File: config.mk
export PLATFORM = sky130hd
export DESIGN_NAME = seg7_scan_ctrl
export DESIGN_NICKNAME = d
export VERILOG_FILES = /design/src/rtl/seg7_scan_ctrl.sv
export SDC_FILE = /design/constraint.sdc
export NUM_CORES = 1
export LEC_CHECK = 0
export CORE_MARGIN = 2
export CORE_UTILIZATION = 46
export CTS_CLUSTER_SIZE = 12
export DETAILED_ROUTE_END_ITERATION = 10
export GPL_ROUTABILITY_DRIVEN = 1
export GPL_TIMING_DRIVEN = 0
export PLACE_DENSITY = 0.67
export SLEW_MARGIN = 20
export SYNTH_ARGS = -nofsm -noshare
export SYNTH_HDL_FRONTEND = slang
export SYNTH_SLANG_ARGS = --single-unit
export TNS_END_PERCENT = 10
File: constraint.sdc
create_clock -name clk -period 2.5 [get_ports clk]
set_input_delay 0.5 -clock clk [delete_from_list [all_inputs] [get_ports clk]]
set_output_delay 0.5 -clock clk [all_outputs]
set_load 0.01 [all_outputs]
File: src/rtl/seg7_scan_ctrl.sv
// rtl/seg7_scan_ctrl.sv - memory-mapped 8-digit seven-segment scan controller
// Store data lands in digit/control registers; two 4-digit groups are scanned together.
module seg7_scan_ctrl #(
  parameter int SCAN_DIV = 25000
) (
  input  logic        clk,
  input  logic        rstn,
  input  logic        seg_we,
  input  logic [1:0]  seg_addr,
  input  logic [15:0] seg_wdata,
  output logic [7:0]  seg_out0,
  output logic [7:0]  seg_out1,
  output logic [7:0]  tub_sel,
  output logic        frame_tick
);

  localparam int DIV_W = $clog2(SCAN_DIV);
  localparam logic [DIV_W-1:0] DIV_LAST = DIV_W'(SCAN_DIV - 1);

  logic [15:0]      dig_lo;
  logic [15:0]      dig_hi;
  logic [7:0]       blank;
  logic [7:0]       dp;
  logic [DIV_W-1:0] div_cnt;
  logic [1:0]       slot;
  logic             slot_end;

  logic [15:0] lo_sh;
  logic [15:0] hi_sh;
  logic [7:0]  hex_lo;
  logic [7:0]  hex_hi;
  logic [2:0]  idx_lo;
  logic [2:0]  idx_hi;
  logic [7:0]  seg0_nxt;
  logic [7:0]  seg1_nxt;
  logic [7:0]  tub_nxt;
  logic        frame_nxt;

  // Segment pattern {a..g, dp} with dp cleared; dp is merged in by the caller.
  function automatic logic [7:0] hex_seg(input logic [3:0] v);
    case (v)
      4'h0:    hex_seg = 8'hFC;
      4'h1:    hex_seg = 8'h60;
      4'h2:    hex_seg = 8'hDA;
      4'h3:    hex_seg = 8'hF2;
      4'h4:    hex_seg = 8'h66;
      4'h5:    hex_seg = 8'hB6;
      4'h6:    hex_seg = 8'hBE;
      4'h7:    hex_seg = 8'hE0;
      4'h8:    hex_seg = 8'hFE;
      4'h9:    hex_seg = 8'hF6;
      4'hA:    hex_seg = 8'hEE;
      4'hB:    hex_seg = 8'h3E;
      4'hC:    hex_seg = 8'h9C;
      4'hD:    hex_seg = 8'h7A;
      4'hE:    hex_seg = 8'h9E;
      default: hex_seg = 8'h8E;
    endcase
  endfunction

  assign slot_end = (div_cnt == DIV_LAST);

  always_ff @(posedge clk or negedge rstn) begin
    if (!rstn) begin
      dig_lo <= 16'h0000;
      dig_hi <= 16'h0000;
      blank  <= 8'hFF;
      dp     <= 8'h00;
    end else if (seg_we) begin
      case (seg_addr)
        2'd0:    dig_lo <= seg_wdata;
        2'd1:    dig_hi <= seg_wdata;
        2'd2: begin
          blank <= seg_wdata[15:8];
          dp    <= seg_wdata[7:0];
        end
        default: ;
      endcase
    end
  end

  // Free-running scan; writes never touch it.
  always_ff @(posedge clk or negedge rstn) begin
    if (!rstn) begin
      div_cnt <= '0;
      slot    <= 2'd0;
    end else if (slot_end) begin
      div_cnt <= '0;
      slot    <= slot + 2'd1;
    end else begin
      div_cnt <= div_cnt + DIV_W'(1);
    end
  end

  always_comb begin
    lo_sh     = dig_lo >> {slot, 2'b00};
    hi_sh     = dig_hi >> {slot, 2'b00};
    idx_lo    = {1'b0, slot};
    idx_hi    = {1'b1, slot};
    hex_lo    = hex_seg(lo_sh[3:0]);
    hex_hi    = hex_seg(hi_sh[3:0]);
    seg0_nxt  = blank[idx_lo] ? 8'h00 : {hex_lo[7:1], dp[idx_lo]};
    seg1_nxt  = blank[idx_hi] ? 8'h00 : {hex_hi[7:1], dp[idx_hi]};
    tub_nxt   = 8'h00;
    tub_nxt[idx_lo] = ~blank[idx_lo];
    tub_nxt[idx_hi] = ~blank[idx_hi];
    frame_nxt = slot_end && (slot == 2'd3);
  end

  always_ff @(posedge clk or negedge rstn) begin
    if (!rstn) begin
      seg_out0   <= 8'h00;
      seg_out1   <= 8'h00;
      tub_sel    <= 8'h00;
      frame_tick <= 1'b0;
    end else begin
      seg_out0   <= seg0_nxt;
      seg_out1   <= seg1_nxt;
      tub_sel    <= tub_nxt;
      frame_tick <= frame_nxt;
    end
  end

endmodule

==> impl_metrics.ini <==
[cts]
clk_pin_slew_worst_paths_ns = 0.09
cts_tree = built
cts.sinks = 90
cts_root_buf = clkbuf_8
hold_buffers = 0
cts_max_level = 3
cts_buffers = 9
clockBufferDepth = 2
cts.repair.resized = 0
clock_latency_ns = 0.36
cts_setup_buffers = 0

[setup_path]
start_kind = flip-flop
reg2reg_from = slot[0]
crit_start = slot[0]
critPathSlowestCell = mux4_1
required_ns = 2.77
max_stage_delay_ns = 0.73
cp.arrival_ns = 2.59
path_cells = buf_6 > mux4_1 > ha_1 > or3_1 > a31oi_1
critPathCaptureType = flip-flop
timing_worst_setup_path_type = reg -> reg
path_max_fanout = 10

[yosys]
synth.distinct_cells = 42
synth_edf_count = 0
ys_ff_latch = 90
avgSynthCellArea_um2 = 13.8
yosysTopAreaCell = dfrtp_1
synthCells = 301
ys_warn_count = 0
synthArstFlopShare_pct = 100
synth_nets = 339
syn_area_mm2 = 0.00415
seq_area_frac_synth_pct = 54.5
synth_top_area_share_pct = 49.5
ys_dominant_reg_cell = dfrtp_1
synthTopCellsByArea = dfrtp_1 49%, mux2_2 14%, mux4_1 5.7%

[global_route]
grt_max_degree = 58
grt_first_pass_wirelength_um = 12600
grt_usage_pct = 16.7
antenna_found_initial = 0
globalRoute.totalOverflow = 0
grt_pass1_vias = 2461

[floorplanning]
die_area_mm2 = 0.00979
start_util_pct = 47.6
rows = 34
core_mm2 = 0.00872
die_x_um = 99.0
ios = 46
die_h_um = 99.0

[timing]
final.period_utilization_pct = 92.6
hold_violations = 0
finalClockSkew_ns = 0.00798
worst_pin_slew_ns = 0.717
post-route-min-period_ns = 2.31
setup_viol = 0
max_freq_mhz = 432
slew_headroom_pct = 52.2
slew_violations = 0
rsz0062_at_grt = false

[placed_design]
dpl_cell_area_mm2 = 0.00475
io_buffers = 45
hpwlAfterDp_um = 5470
gp_congestion = 0.849

[hold_path]
hold_class = in -> async

[detailed_routing]
routedWlPerCell_um = 16.0
drtAntennaViolNets = 0
wirelength_um = 7520
routed_via_density = 5.29
drtIter0Drc = 82
drc_errors = 0
first_pass_iters = 4
vias = 2492

[pwr]
total_power_mw = 3.77
ir_drop_mv = 0.299
powerDensity_mw_per_mm2 = 756
power_leakage_nw = 2.15

[layout]
antenna_cells = 0
nets = 396
fin_area_mm2 = 0.00499
area_growth_syn_to_layout_pct = 20.4
drive_above_1_share_pct = 24.8
utilization_pct = 57.3

[run_status]
status = finished, final reports clean

[run]
cap_violations = 0
-- worst max-delay path, delay by kind of cell (launching register included) --
| family | cells | cell delay (ns) |
|---|---|---|
| buf+inv | 1 | 0.21 |
| flops | 1 | 0.46 |
| fa+ha+maj | 1 | 0.28 |
| simple gates | 1 | 0.37 |
| compound gates | 1 | 0.18 |
| mux | 1 | 0.73 |
-- area by class of cell --
class,instances,area (µm²)
flip-flops and latches,90,2260
clock buffers,9,124
multi-input cells,189,1790
well taps,108,135
inverters,10,37.5
fillers,721,3730
plain buffers,12,62.6
clock inverters,7,116
repair buffers,46,468
-- layout by cell type, fill, tap and decap left out, types with 2 or more instances in the layout --
cell type and n:
dfrtp_1 81, mux2_2 50, clkdlybuf4s50_1 44, ha_1 17, nor2_1 16, nor2b_1 12, nand2_1 10, inv_1 10
mux4_1 9, clkbuf_8 9, clkbuf_1 8, o21ai_0 8, xor2_1 8, dfstp_2 8, a221oi_1 7, nand3_1 5
a21oi_1 4, xnor2_1 4, and2_1 3, nand4_1 3, or3_1 3, mux2i_1 3, mux4_2 3, bufinv_16 3
buf_6 2, and3_1 2, nor3_1 2, a211o_1 2, o211ai_1 2, nand3b_1 2, clkinv_2 2
-- metal layers --
metal / vias up / global-route usage, % / routed length (µm)
met5: - / 0 / 0
met4: 0 / 7.27 / 115
met3: 10 / 2.70 / 211
met2: 44 / 26.4 / 3610
met1: 1248 / 22.9 / 3580
li1: 1190 / - / -
-- cells in the mapped netlist (all sizes together), types with 2 or more instances --
cell type and n:
dfstp 8, and2 4, o211ai 2, nand3 5, nand2 10, inv 10, nor2 16, nor3 2
buf 3, xnor2 4, dfrtp 82, o21ai 8, a21oi 4, mux4 12, nand3b 2, and3 2
a221oi 8, nand4 3, ha 17, or3 3, xor2 8, nor2b 13, clkbuf 9, mux2i 3
mux2 50, a211o 2
-- logic make-up (layout without fill, tap and decap cells) --
group,Yosys count,in the layout,synth area share [%]
adder cells (fa/ha/maj),17,17,5.13
XOR/XNOR,12,12,2.53
AO/OA/AOI/OAI,27,27,4.62
multiplexers,65,65,21.6
flip-flops,90,90,54.5
AND/OR/NAND/NOR,68,68,9.17
buffers and inverters,22,84,2.38
-- report_power, final --
| group | switching (mW) | total (mW) | internal, mW |
|---|---|---|---|
| Combinational | 0.360 | 0.811 | 0.451 |
| Clock | 0.518 | 1.18 | 0.664 |
| Sequential | 0.0839 | 1.78 | 1.70 |
| Total | 0.962 | 3.77 | 2.81 |
-- worst paths after layout --
kind                          endpoint  slack [ns]  cells past startpoint
max in group asynchronous     blank[1]        1.61                      2
hold / removal             div_cnt[12]        0.20                      1
hold reg to reg             div_cnt[0]        0.46                      1
setup reg to reg           seg_out1[7]        0.19                      5
min in group clk            div_cnt[0]        0.46                      1
setup / recovery           seg_out1[7]        0.19                      5
-- sequential cells by signal, summed over array words and instances, names as in the netlist --
| register | count |
|---|---|
| seg_out1 | 8 |
| dig_lo | 16 |
| slot | 2 |
| dp | 8 |
| blank | 8 |
| tub_sel | 8 |
| div_cnt | 15 |
| seg_out0 | 8 |
| dig_hi | 16 |
| frame_tick | 1 |
-- per-stage QoR --
step	hold slack, ns	setup slack [ns]	setup TNS (ns)	instances
finish	0.202	0.186	0	471
global route	0.249	0.0880	0	471
CTS	0.215	0.00813	0	471
detailed placement	0.453	-0.188	-1.87	455
global placement	0.437	-2.30	-199.76	454
floorplan	0.204	0.411	0	301
Note: power is estimated with default switching activity, not from simulation.
==> RTL edit, RTL diff (same settings) <==
Make the reset (`rstn`) synchronous in 3 clocked blocks.
--- a/src/rtl/seg7_scan_ctrl.sv
+++ b/src/rtl/seg7_scan_ctrl.sv
@@ -62,3 +62,3 @@
 
-  always_ff @(posedge clk or negedge rstn) begin
+  always_ff @(posedge clk) begin
     if (!rstn) begin
@@ -82,3 +82,3 @@
   // Free-running scan; writes never touch it.
-  always_ff @(posedge clk or negedge rstn) begin
+  always_ff @(posedge clk) begin
     if (!rstn) begin
@@ -109,3 +109,3 @@
 
-  always_ff @(posedge clk or negedge rstn) begin
+  always_ff @(posedge clk) begin
     if (!rstn) begin
Function: differs if rstn is asserted again (counterexample within 4 cycles, from zero or initial values and one cycle with rstn low); with rstn held inactive, the same outputs for 10 cycles.
==> RTL edit against the original RTL <==
  * Wire length rose by 13%
  * Die area fell by 2.5%
  * Worst setup slack got worse by 0.057 ns
  * Largest cell class is now multi-input gates
  * Hold slack improved by 0.26 ns
  * Design area fell by 3.7%
  * Synthesized area fell by 2.6%
  * Sequential cell count did not move
Power is not compared: it rests on default switching activity, and its combinational part moved more than twofold at a synthesized area within 25%.
==> RTL edit: results (changes against the original RTL) <==
metric,value,unit,change
status,completed,,
layout cells sized above 1,8.28,%,-17 points
Crit-path slowest cell,mux4_2,,
flop-to-flop setup slack,0.13,ns,-0.06 ns
CORE AREA,8640,um2,-0.98%
pre-CTS setup slack,0.182,ns,+0.370 ns
clk_skew,0.00881,ns,+0.000832 ns
ys async rst share,0,%,-100 points
CP top delay family,buffers and inverters,,
final WL,8490,um,+13%
Via density,5.17,,-2.3%
NonClk Buf Share,12.0,%,+1.4 points
top_reg_cell synth,dfxtp_1,,
P&R area growth vs syn,19.1,%,
DP Area,4620,um2,-2.7%
M2 GR Usage,31.4,%,+5.0 points
# clk buffers,10,,+1
cts bufs inserted,9,,unchanged
fillers,781,,+8.3%
synth cell count leaders,"nand2_1, dfxtp_1, a21boi_0",,
DPL Wire Length,6440,um,+18%
number of post-CTS setup repair buffers,0,,unchanged
placed insts,588,,+29%
M1 GR Usage,25.5,%,+2.5 points
vias in the first global route,3005,,+22%
register area share after synthesis,44.6,%,-9.9 points
routed vias,3118,,+25%
hold crit path type,reg2reg,,
Synth Area per Inst,9.28,um2,-33%
# nets final,531,,+34%
syn nets,475,,+40%
Root Driver,clkbuf_8,,
largest net degree at the start of global routing,15,,-74%
Unique masters post-synth,46,,+9.5%
WP data arrival,2.62,ns,+0.03 ns
met3 GRT Util,2.45,%,-0.25 points
CP peak stage delay,0.39,ns,-0.34 ns
count of non-CTS inverters in the layout,13,,+3
gr usage total,18.9,%,+2.2 points
Placer Congestion,0.862,,+1.5%
measured slew at the worst slew-check pin,0.543,ns,-0.173 ns
PostCTS Resize Cnt,0,,unchanged
crit path buf inv count,3,,+2
==> RTL edit: worst paths after layout <==
path / from / to / cells after the start
max: slot[1] / seg_out0[3] / 8
min: dig_lo[13] / dig_lo[13] / 2
max reg2reg: slot[1] / seg_out0[3] / 8
min reg2reg: dig_lo[13] / dig_lo[13] / 2
==> RTL edit: power breakdown <==
part           internal [mW]  leakage, nW  switching, mW
Combinational          0.103        0.887          0.112
Sequential              1.47        0.730         0.0196
Clock                  0.455       0.0921          0.490
Total                   2.03         1.71          0.622
==> RTL edit: kinds of logic after synthesis <==
group,Yosys count,share of synthesized area (%)
muxes,18,7.90
and+or+nand+nor,188,21.7
buffers and inverters,37,4.34
adders and majority gates,19,5.89
AOI/OAI and AO/OA,69,12.5
DFF,90,44.6
xor gates and xnor gates,14,3.04
==> RTL edit: routing by layer <==
metal	part of all wire [%]	vias to the layer above	wire (um)
li1	-	1584	-
met1	48	1450	4040
met2	47	73	4000
met3	4.0	11	336
met4	1.5	0	126
met5	0	-	0
